--- src/rtl/banked_regfile_pkg.sv ---
// Shared constants and types for the banked register file.
// No ports: imported by the interface, bank and top modules.
package banked_regfile_pkg;

  localparam int XLEN      = 16;
  localparam int PC_IDX    = 7;
  localparam int SP_IDX    = 5;
  localparam int PC_STEP   = 2;
  localparam int SP_STEP   = 2;
  localparam int IE_BIT    = 3;
  localparam int TRAP_NR_W = 4;

  localparam logic [XLEN-1:0] IVEC    = 16'h0004;
  localparam logic [XLEN-1:0] CR_USER = 16'h0008;
  localparam logic [XLEN-1:0] CR_SYS  = 16'h0002;

  typedef enum logic [TRAP_NR_W-1:0] {
    TRAP_NONE       = 4'd0,
    TRAP_UART       = 4'd1,
    TRAP_PAGE_FAULT = 4'd2
  } trap_nr_e;

  function automatic logic [XLEN-1:0] nr_to_reg(
    input logic [TRAP_NR_W-1:0] nr
  );
    return {{(XLEN-TRAP_NR_W){1'b0}}, nr};
  endfunction

endpackage

--- src/rtl/banked_regfile_if.sv ---
// Trap handshake: master raises trap_req/trap_fault/trap_nr or reti,
// slave (the register file) answers with a one-cycle trap_ack.
interface banked_regfile_if;
  import banked_regfile_pkg::*;

  logic                 trap_req;
  logic                 trap_fault;
  logic [TRAP_NR_W-1:0] trap_nr;
  logic                 trap_ack;
  logic                 reti;

  modport master (
    output trap_req, trap_fault, trap_nr, reti,
    input  trap_ack
  );

  modport slave (
    input  trap_req, trap_fault, trap_nr, reti,
    output trap_ack
  );

endinterface

--- src/rtl/banked_regfile_regbank.sv ---
// One register bank: NREGS regs (r0 held at zero) plus its CR.
// Ports: cycle ops gated by active, rewind/enter/set_ie trap hooks.
module banked_regfile_regbank
  import banked_regfile_pkg::*;
#(
  parameter int              NREGS  = 8,
  parameter int              SELW   = $clog2(NREGS),
  parameter logic [XLEN-1:0] CR_RST = CR_USER,
  parameter logic [XLEN-1:0] PC_RST = '0
) (
  input  logic                         clk,
  input  logic                         reset,
  input  logic                         active,
  input  logic                         wr_en,
  input  logic [SELW-1:0]              wr_sel,
  input  logic [XLEN-1:0]              wr_data,
  input  logic                         pc_incr,
  input  logic                         sp_incr,
  input  logic                         sp_decr,
  input  logic                         cr_wr_en,
  input  logic [XLEN-1:0]              cr_wr_data,
  input  logic                         rewind,
  input  logic                         enter,
  input  logic [TRAP_NR_W-1:0]         enter_nr,
  input  logic                         set_ie,
  output logic [NREGS-1:0][XLEN-1:0]   regs_o,
  output logic [XLEN-1:0]              cr_o
);

  logic [NREGS-1:0][XLEN-1:0] regs_q, regs_d;
  logic [XLEN-1:0]            cr_q, cr_d;

  always_comb begin
    regs_d = regs_q;
    cr_d   = cr_q;
    if (active) begin
      if (sp_incr && !sp_decr)
        regs_d[SP_IDX] = regs_q[SP_IDX] + XLEN'(SP_STEP);
      else if (sp_decr && !sp_incr)
        regs_d[SP_IDX] = regs_q[SP_IDX] - XLEN'(SP_STEP);
      if (pc_incr)
        regs_d[PC_IDX] = regs_q[PC_IDX] + XLEN'(PC_STEP);
      if (wr_en && wr_sel != '0)
        regs_d[wr_sel] = wr_data;
      if (cr_wr_en)
        cr_d = cr_wr_data;
    end
    // fault rewind lands on top of this cycle's pc/write result
    if (rewind)
      regs_d[PC_IDX] = regs_d[PC_IDX] - XLEN'(PC_STEP);
    if (enter) begin
      regs_d[1]      = nr_to_reg(enter_nr);
      regs_d[PC_IDX] = IVEC;
      cr_d[IE_BIT]   = 1'b0;
    end
    if (set_ie)
      cr_d[IE_BIT] = 1'b1;
    regs_d[0] = '0;
  end

  always_ff @(posedge clk) begin
    if (reset) begin
      regs_q         <= '0;
      regs_q[PC_IDX] <= PC_RST;
      cr_q           <= CR_RST;
    end else begin
      regs_q <= regs_d;
      cr_q   <= cr_d;
    end
  end

  assign regs_o = regs_q;
  assign cr_o   = cr_q;

endmodule

--- src/rtl/banked_regfile.sv ---
// Banked register file: NBANKS banks, trap nesting, RETI, PC/SP stepping.
// Ports: 2 read, 1 write, pc/sp/cr ops, trap if (slave), bank, double_fault.
module banked_regfile
  import banked_regfile_pkg::*;
#(
  parameter int NREGS  = 8,
  parameter int NBANKS = 4,
  parameter int SELW   = $clog2(NREGS),
  parameter int BW     = $clog2(NBANKS)
) (
  input  logic              clk,
  input  logic              reset,
  input  logic [SELW-1:0]   rd0_sel,
  output logic [XLEN-1:0]   rd0_data,
  input  logic [SELW-1:0]   rd1_sel,
  output logic [XLEN-1:0]   rd1_data,
  input  logic              wr_en,
  input  logic [SELW-1:0]   wr_sel,
  input  logic [XLEN-1:0]   wr_data,
  input  logic              pc_incr,
  input  logic              sp_incr,
  input  logic              sp_decr,
  input  logic              cr_wr_en,
  input  logic [XLEN-1:0]   cr_wr_data,
  output logic [XLEN-1:0]   cr_out,
  banked_regfile_if.slave   trap,
  output logic [BW-1:0]     bank,
  output logic              double_fault
);

  logic [BW-1:0] bank_q, bank_d;
  logic          trap_ack_q, trap_ack_d;
  logic          df_q, df_d;

  logic [NREGS-1:0][XLEN-1:0] regs_all [NBANKS];
  logic [XLEN-1:0]            cr_all   [NBANKS];
  logic [XLEN-1:0]            cr_cur;

  logic top_bank;
  logic sample;
  logic accept;
  logic df_evt;
  logic do_reti;

  assign cr_cur   = cr_all[bank_q];
  assign top_bank = (bank_q == BW'(NBANKS-1));
  // request is not looked at while the previous ack is still high
  assign sample   = trap.trap_req && !trap.reti && !trap_ack_q;
  assign accept   = sample && !top_bank
                 && (trap.trap_fault || cr_cur[IE_BIT]);
  assign df_evt   = sample && top_bank && trap.trap_fault;
  assign do_reti  = trap.reti && (bank_q != '0);

  always_comb begin
    bank_d = bank_q;
    if (accept)
      bank_d = bank_q + BW'(1);
    else if (do_reti)
      bank_d = bank_q - BW'(1);
    trap_ack_d = accept || df_evt;
    df_d       = df_q || df_evt;
  end

  always_ff @(posedge clk) begin
    if (reset) begin
      bank_q     <= '0;
      trap_ack_q <= 1'b0;
      df_q       <= 1'b0;
    end else begin
      bank_q     <= bank_d;
      trap_ack_q <= trap_ack_d;
      df_q       <= df_d;
    end
  end

  for (genvar b = 0; b < NBANKS; b++) begin : g_bank
    logic is_cur;
    logic is_next;
    logic is_prev_of_cur;

    assign is_cur         = (bank_q == BW'(b));
    assign is_next        = (b > 0) && (bank_q == BW'(b-1));
    assign is_prev_of_cur = (b < NBANKS-1) && (bank_q == BW'(b+1));

    banked_regfile_regbank #(
      .NREGS  (NREGS),
      .SELW   (SELW),
      .CR_RST ((b == 0) ? CR_USER : CR_SYS),
      .PC_RST ((b == 0) ? '0 : IVEC)
    ) u_bank (
      .clk        (clk),
      .reset      (reset),
      .active     (is_cur),
      .wr_en      (wr_en),
      .wr_sel     (wr_sel),
      .wr_data    (wr_data),
      .pc_incr    (pc_incr),
      .sp_incr    (sp_incr),
      .sp_decr    (sp_decr),
      .cr_wr_en   (cr_wr_en),
      .cr_wr_data (cr_wr_data),
      .rewind     (accept && trap.trap_fault && is_cur),
      .enter      (accept && is_next),
      .enter_nr   (trap.trap_nr),
      .set_ie     (do_reti && !accept && is_prev_of_cur),
      .regs_o     (regs_all[b]),
      .cr_o       (cr_all[b])
    );
  end

  assign rd0_data = (rd0_sel == '0) ? '0
                  : regs_all[bank_q][rd0_sel];
  assign rd1_data = (rd1_sel == '0) ? '0
                  : regs_all[bank_q][rd1_sel];

  assign cr_out        = cr_cur;
  assign trap.trap_ack = trap_ack_q;
  assign bank          = bank_q;
  assign double_fault  = df_q;

endmodule
--- src/flat_wrapper.sv ---
// flat-port wrapper written by rule: the top's interface ports become plain ports
module banked_regfile_flat import banked_regfile_pkg::*;
#(
  parameter int NREGS  = 8,
  parameter int NBANKS = 4,
  parameter int SELW   = $clog2(NREGS),
  parameter int BW     = $clog2(NBANKS)
)
  (clk, reset, rd0_sel, rd0_data, rd1_sel, rd1_data, wr_en, wr_sel, wr_data, pc_incr, sp_incr, sp_decr, cr_wr_en, cr_wr_data, cr_out, bank, double_fault, trap_trap_req, trap_trap_fault, trap_trap_nr, trap_reti, trap_trap_ack);
  banked_regfile_if trap_i ();
  input  logic clk;
  input  logic reset;
  input  logic [SELW-1:0] rd0_sel;
  output logic [XLEN-1:0] rd0_data;
  input  logic [SELW-1:0] rd1_sel;
  output logic [XLEN-1:0] rd1_data;
  input  logic wr_en;
  input  logic [SELW-1:0] wr_sel;
  input  logic [XLEN-1:0] wr_data;
  input  logic pc_incr;
  input  logic sp_incr;
  input  logic sp_decr;
  input  logic cr_wr_en;
  input  logic [XLEN-1:0] cr_wr_data;
  output logic [XLEN-1:0] cr_out;
  output logic [BW-1:0] bank;
  output logic double_fault;
  input wire logic [$bits(trap_i.trap_req)-1:0] trap_trap_req;
  input wire logic [$bits(trap_i.trap_fault)-1:0] trap_trap_fault;
  input wire logic [$bits(trap_i.trap_nr)-1:0] trap_trap_nr;
  input wire logic [$bits(trap_i.reti)-1:0] trap_reti;
  output wire logic [$bits(trap_i.trap_ack)-1:0] trap_trap_ack;
  assign trap_i.trap_req = trap_trap_req;
  assign trap_i.trap_fault = trap_trap_fault;
  assign trap_i.trap_nr = trap_trap_nr;
  assign trap_i.reti = trap_reti;
  assign trap_trap_ack = trap_i.trap_ack;
  banked_regfile #(.NREGS(NREGS), .NBANKS(NBANKS), .SELW(SELW), .BW(BW)) u_core (.clk(clk), .reset(reset), .rd0_sel(rd0_sel), .rd0_data(rd0_data), .rd1_sel(rd1_sel), .rd1_data(rd1_data), .wr_en(wr_en), .wr_sel(wr_sel), .wr_data(wr_data), .pc_incr(pc_incr), .sp_incr(sp_incr), .sp_decr(sp_decr), .cr_wr_en(cr_wr_en), .cr_wr_data(cr_wr_data), .cr_out(cr_out), .trap(trap_i), .bank(bank), .double_fault(double_fault));
endmodule
--- config.mk ---
export PLATFORM = sky130hd
export DESIGN_NAME = banked_regfile_flat
export DESIGN_NICKNAME = d
export VERILOG_FILES = /design/src/rtl/banked_regfile_pkg.sv /design/src/rtl/banked_regfile_if.sv /design/src/rtl/banked_regfile_regbank.sv /design/src/rtl/banked_regfile.sv /design/src/flat_wrapper.sv
export SDC_FILE = /design/constraint.sdc
export NUM_CORES = 2
export LEC_CHECK = 0
export CAP_MARGIN = 20
export CORE_MARGIN = 2
export CORE_UTILIZATION = 40
export DETAILED_ROUTE_END_ITERATION = 8
export PLACE_DENSITY_LB_ADDON = 0.12
export SLEW_MARGIN = 15
export SYNTH_ARGS = -nofsm -noshare
export SYNTH_HDL_FRONTEND = slang
export SYNTH_SLANG_ARGS = --single-unit
--- constraint.sdc ---
create_clock -name clk -period 5.32 [get_ports clk]
set_input_delay 0.532 -clock clk [delete_from_list [all_inputs] [get_ports clk]]
set_output_delay 0.532 -clock clk [all_outputs]
set_load 0.05 [all_outputs]
## Word-level counts from Yosys, hierarchy flattened

Index checks and enable logic that the tools add are counted.

- Register bits: 580
- Word-level logic and storage cells: 201
- Output and inout port bits: 52
- Input port bits: 55

- $lt $le $gt $ge: 5
- Add/sub/neg operators: 18
- Muxes and demuxes: 63
- Reduce and logical (&&, ||, !) cells: 65
- Equal/unequal tests: 3
- Bitwise operators: 1

Operators by type and width:

| kind | number |
|---|---|
| $mux W128 | 10 |
| $bwmux W128 | 4 |
| $mux W16 | 31 |
| $bmux W128 S2 | 1 |
| $add A16 B2 Y16 const B | 8 |
| $sub A16 B2 Y16 const B | 8 |
| $bmux W16 S3 | 2 |
| $demux W16 S3 | 1 |
| $bmux W16 S2 | 1 |
| $mux W4 | 7 |
| $reduce_and A2 Y1 | 13 |
| $logic_and A1 B1 Y1 | 23 |
| $reduce_bool A2 Y1 | 8 |
| $reduce_bool A3 Y1 | 5 |
| $lt A3 B4 Y1 const B | 3 |
| $reduce_or A2 Y1 | 4 |
| $logic_not A1 Y1 | 6 |
| $logic_not A3 Y1 | 2 |
| $eq A2 B2 Y1 const B | 2 |
| $mux W1 | 4 |
| $mux W2 | 2 |
| $ge A3 B1 Y1 const B | 1 |
| $ge A3 B3 Y1 const B | 1 |
| $logic_or A1 B1 Y1 | 3 |
| 5 further kinds | 5 |

## Logic depth before layout (Yosys ltp)

- Depth after elaboration: 11
- Mapped depth: 18
- Mapped depth without buffers: 11

## Hierarchy

From an unflattened synthesis, not the netlist that was laid out.

- Cells, all modules: 3607
- Area total of the unflattened synthesis: 30777.0 µm²

Modules (own cells, without submodules):

| module | area each (µm²) | cells each | sequential area each (µm²) | times used |
|---|---|---|---|---|
| banked_regfile_regbank at u_core.g_bank[1].u_bank ... | 6214.7 | 786 | 2562.5 | 2 |
| banked_regfile_regbank at u_core.g_bank[3].u_bank | 6183.4 | 760 | 2562.5 | 1 |
| banked_regfile_regbank at u_core.g_bank[0].u_bank | 6145.9 | 770 | 2562.5 | 1 |
| banked_regfile | 6018.3 | 505 | 80.1 | 1 |

## Worst setup path after synthesis

OpenSTA, ideal clock, no wires.

- Path kind: register to register
- From: register u_core.bank_q[0] (netlist: u_core.bank[0])
- To: register u_core.g_bank[0].u_bank.regs_q, in the netlist u_core.g_bank[0].u_bank.regs_o[126]
- Arrival time: 4859 ps
- Library setup time: 70 ps
- Buffers on the path: 5
- Period minus slack after synthesis: 4929 ps
- Stages on the path, launching flop included: 15
- Data required time: 5250 ps
- Setup slack: 391 ps
- Cell sequence: dfxtp_1 buf_2 buf_2 clkbuf_1 buf_1 inv_1 ha_1 buf_2 inv_1 nor3_1 a211o_1 or3_1 or4b_4 or4_1 a21oi_1

- Word-level cells in the longest chain between the ends: 9
- Elaborated cells between the ends (all ways): 15
- Classes of those cells: add/sub (1); eq/ne (1); mux (5); bitwise (1); reduce/logical (7)

RTL lines:

| item | RTL line | source |
|---|---|---|
| from (decl) | banked_regfile.sv:31 | `logic [BW-1:0] bank_q, bank_d;` |
| from (signal assigned) | banked_regfile.sv:70 | `bank_q <= bank_d;` |
| parallel branches: the longest is 8 deep, another holds $sub A16 B2 Y16 | - |  |
| $mux W16 * | banked_regfile_regbank.sv:49 | `if (rewind)` |
| to (signal assigned) | banked_regfile_regbank.sv:67 | `regs_q <= regs_d;` |
| to (decl) | banked_regfile_regbank.sv:30 | `logic [NREGS-1:0][XLEN-1:0] regs_q, regs_d;` |

Mark *: on every way between the ends. The select of a mux whose other input is x is not followed.
A chain may end at the register's enable or synchronous reset.

## Worst setup path in the final report

- From: register u_core.bank_q[1] (netlist: u_core.bank[1])
- To: output rd1_data[6]

- Word-level cells in the longest chain between the ends: 7

RTL lines:

| item | RTL line | source |
|---|---|---|
| $not A2 Y3 (not written as such) | banked_regfile.sv:114 | `: regs_all[bank_q][rd1_sel];` |
| $bmux W128 S2 | banked_regfile.sv:114 |  |
| $mux W128 (not written as such) (2 in series) | banked_regfile.sv:114 |  |
| $bmux W16 S3 | banked_regfile.sv:114 |  |
| $mux W16 (not written as such) | banked_regfile.sv:114 |  |
| $mux W16 | banked_regfile.sv:113 | `assign rd1_data = (rd1_sel == '0) ? '0` |
| to (decl) | flat_wrapper.sv:16 | `output logic [XLEN-1:0] rd1_data;` |

No other way between the ends. The select of a mux whose other input is x is not followed.

==> summary.log <==
[run_status] outcome completed
[finish] number of fill cells in the layout 6,741
[power_and_ir_drop] Sw Pwr 4.61 mW
[clocking] number of clock buffers inserted by TritonCTS 60
[critical_path] CP Data Arrival Time 4390 ps
[critical_path] Crit Path Class register to output pin
[timing] share of the cycle needed by the critical path after routing 0.925
[route] Routed Wire Length 104,000 um
[clocking] count of cells resized by post-cts repair 0
[timing] max-slew violation count 0
[logic_synthesis] synthesized area 28,100 um2
[logic_synthesis] main area contributors after synthesis sky130_fd_sc_hd__dfxtp_1 37%, sky130_fd_sc_hd__nand2_1 13%, sky130_fd_sc_hd__mux4_2 12%
[die] floorplan die area 72,300 um2
[global_route] number of antenna violations at the first check in global routing 6
[timing] Max Fclk 0.203 GHz
[timing] slew at the pin closest to its max-slew limit 1160 ps
[power_and_ir_drop] combinational fraction of design power 0.310
[die] chip width 269 um
[power_and_ir_drop] register share of total power 0.352
[route] residual DRC count 0
[logic_synthesis] cell accounting for the most synthesized area sky130_fd_sc_hd__dfxtp_1
[timing] unrepaired setup endpoints after global routing false
[critical_path] Reg-to-Reg End u_core.g_bank[0].u_bank.regs_o[126]$_SDFF_PP0_
[critical_path] r2r setup slk 1120 ps
[timing] Clock Skew 32.8 ps
[power_and_ir_drop] Max VDD drop 0.583 mV
[logic_synthesis] top-count cell post-synth sky130_fd_sc_hd__nand2_1
[logic_synthesis] Mapped Avg Cell Area 7.96 um2
[clocking] root cell of the clock tree sky130_fd_sc_hd__clkbuf_16
[logic_synthesis] prevailing post-synth register cell sky130_fd_sc_hd__dfxtp_1
[logic_synthesis] count of state elements after synthesis 516
[timing] worst hold-check slack 366 ps
[logic_synthesis] Synth top cells by count 947 x sky130_fd_sc_hd__nand2_1, 516 x sky130_fd_sc_hd__dfxtp_1, 468 x sky130_fd_sc_hd__a21oi_1
[clocking] CTS tree done
[route] via/cell ratio 6.08
[logic_synthesis] number of flops mapped to enable cells by yosys 0
[critical_path] Slowest Stage Delay on Critical Path 860 ps
[critical_path] nature of the critical path startpoint register
[logic_synthesis] portion of the post-synthesis area used by sequential elements 0.368
[power_and_ir_drop] power density over the cells 396 nW/um2
[finish] Final Util 0.457
[finish] P&R area growth vs syn 13.5%
[critical_path] Worst R2R Path Depth 9
[logic_synthesis] total nets after synthesis 3,599
[clocking] total clock sinks 516
[worst_hold_path] type of the tightest min-delay check primary input to register
[power_and_ir_drop] Cell Int Power 8.00 mW
[die] Placement Rows 97
[die] Top-Level Pins 107
[timing] final count of negative-setup-slack endpoints 0
[placed_design] input/output buffers 106
[route] total number of vias 27,000
[logic_synthesis] Yosys warning count 0
[global_route] number of global-route vias before repair 25,600
[clocking] setup repair bufs after CTS 0
[placed_design] final RePlAce weighted congestion 0.916
[die] core area 69,800 um2
[run] max-cap viol count 0
[critical_path] startpoint of the most critical setup path u_core.bank[1]$_SDFFE_PP0P_
[timing] final number of hold-violating endpoints 0
[finish] number of diodes 0
[power_and_ir_drop] clock group share of total power 0.339
[finish] area of combinational cells with multiple inputs 16,400 um2
[timing] shortest period the worst path allows 4920 ps
[logic_synthesis] number of distinct library cells after synthesis 79
[worst_hold_path] startpoint of the worst hold path reset
[clocking] Reg clk slew, reported paths 60 ps
[route] remaining antenna violation count 0
[worst_hold_path] cell count of the worst hold path 2
[finish] register area 10,300 um2
[timing] Slew Limit Headroom 0.227
[finish] final-stage net count 3,515
[die] y dimension of the die 269 um
[placed_design] detailed placement HPWL 67,600 um
[clocking] maximum root-to-sink buffer count 3
[clocking] CTS H-Tree Depth 2
[logic_synthesis] FFs w/ async S/R, synth 0
[logic_synthesis] cells after synthesis 3,525
[critical_path] cell-by-cell listing of the critical path buf_12, mux4_2, mux2_2, a22oi_1, o21ai_0, clkdlybuf4s50_1
[logic_synthesis] share of Yosys cell area claimed by the top area cell type 0.368
[worst_hold_path] WHS Endpoint u_core.g_bank[3].u_bank.regs_o[91]$_SDFFE_PP0P_
[global_route] GRT Util Overall 0.284
[clocking] hold buffer count at cts 0
[clocking] Skew-Pair Late Insertion Delay 650 ps
[critical_path] category of the worst setup path capture point output pin
[power_and_ir_drop] switch share 0.366
[die] effective utilization at floorplan 0.402
[global_route] wire length of the first global-routing pass 157,000 um
[global_route] total grt overflow 0
[global_route] largest net degree at the start of global routing 96
[route] Initial DRT Pass Iterations 8
[timing] setup TNS 0 ps
[critical_path] worst flop-to-flop path startpoint u_core.bank[1]$_SDFFE_PP0P_
[critical_path] maximum fanout along the worst path 66
[critical_path] worst-path cell with the longest stage delay sky130_fd_sc_hd__dfxtp_4
[critical_path] Worst EP required 4790 ps
[power_and_ir_drop] Static Leakage 10.4 nW
[route] average wire per cell in the routed design 23.5 um
[route] first-iteration detailed-routing DRC count 3,216
[finish] share of final-layout standard cells stronger than drive strength 1 0.114
## final cells by class
cell class | count | area share
multi-input combinational | 2651 | 0.514
sequential | 516 | 0.324
timing repair buffer | 170 | 0.0555
clock buffer | 89 | 0.0553
tap | 940 | 0.0369
clock inverter | 24 | 0.00887
inverter | 42 | 0.00495
## layer usage
layer	GRT usage	routed length, um	vias to the layer above
met5	0	13	-
met4	0.117	4380	2
met3	0.0518	9310	193
met2	0.439	46300	1285
met1	0.392	44100	13200
li1	-	-	12300
## power by group through the flow
stage          logic [mW]  registers, mW  clock network (mW)
3_3_place_gp         3.84           4.49                   0
6_report             3.90           4.43                4.27
2_1_floorplan        2.75           4.33                   0
3_5_place_dp         3.88           4.50                   0
5_1_grt              4.18           4.46                4.48
4_1_cts              3.89           4.42                4.33
## worst max path at each step
stage,depth (start not counted),endpoint
CTS,6,rd1_data[6]
detailed placement,8,u_core.g_bank[0].u_bank.regs_o[126]$_SDFF_PP0_
finish,6,rd1_data[6]
global route,6,rd1_data[6]
global placement,8,u_core.g_bank[0].u_bank.regs_o[126]$_SDFF_PP0_
floorplan,14,u_core.g_bank[0].u_bank.regs_o[126]$_SDFF_PP0_
## flip-flops by register name, summed over array words and instances (netlist names)
| signal | flops |
|---|---|
| u_core.double_fault | 1 |
| u_core.bank | 2 |
| u_core.g_bank.u_bank.cr_o | 64 |
| u_core.trap.trap_ack | 1 |
| u_core.g_bank.u_bank.regs_o | 448 |
## per-stage QoR
stage          cell area [um2]  instances  total power, mW  setup WS [ps]
2_1_floorplan            28100       3525             7.08            391
3_3_place_gp             29800       4317             8.33           1040
3_5_place_dp             29800       4318             8.38            976
4_1_cts                  31900       4431             12.6            395
5_1_grt                  31900       4432             13.1            304
6_report                 31900       4432             12.6            397
## cell usage in the layout (no fill, tap or decap), drive strengths merged, types with 15 or more instances in the layout
| cell type | n |
|---|---|
| nor4 | 33 |
| clkinv | 20 |
| a22oi | 74 |
| and3 | 27 |
| nand2b | 16 |
| dfxtp | 516 |
| ha | 19 |
| xnor2 | 18 |
| mux2 | 23 |
| nand3 | 61 |
| nor3 | 31 |
| mux2i | 28 |
| and4 | 18 |
| nand2 | 947 |
| nor2 | 212 |
| clkdlybuf4s50 | 88 |
| o31ai | 45 |
| inv | 40 |
| clkbuf | 89 |
| and2 | 25 |
| nand4 | 37 |
| a31oi | 26 |
| a21o | 15 |
| mux4 | 151 |
| o21ai | 122 |
| buf | 82 |
| or3 | 24 |
| a21oi | 468 |
## cell families after synthesis
| family | Yosys count | share of synthesized area |
|---|---|---|
| AOI/OAI and AO/OA | 893 | 0.190 |
| xor gates and xnor gates | 30 | 0.00936 |
| adders and majority gates | 19 | 0.00847 |
| buffers and inverters | 358 | 0.0493 |
| DFF | 516 | 0.368 |
| muxes | 202 | 0.140 |
| and+or+nand+nor | 1507 | 0.235 |
## worst max-delay path, delay by kind of cell, from the launching register on
family                 cells  cell delay [ps]
flip-flops                 1              860
buffers and inverters      2             1300
AO/OA/AOI/OAI              2              480
multiplexers               2              950
Note: power is estimated with default switching activity, not from simulation.
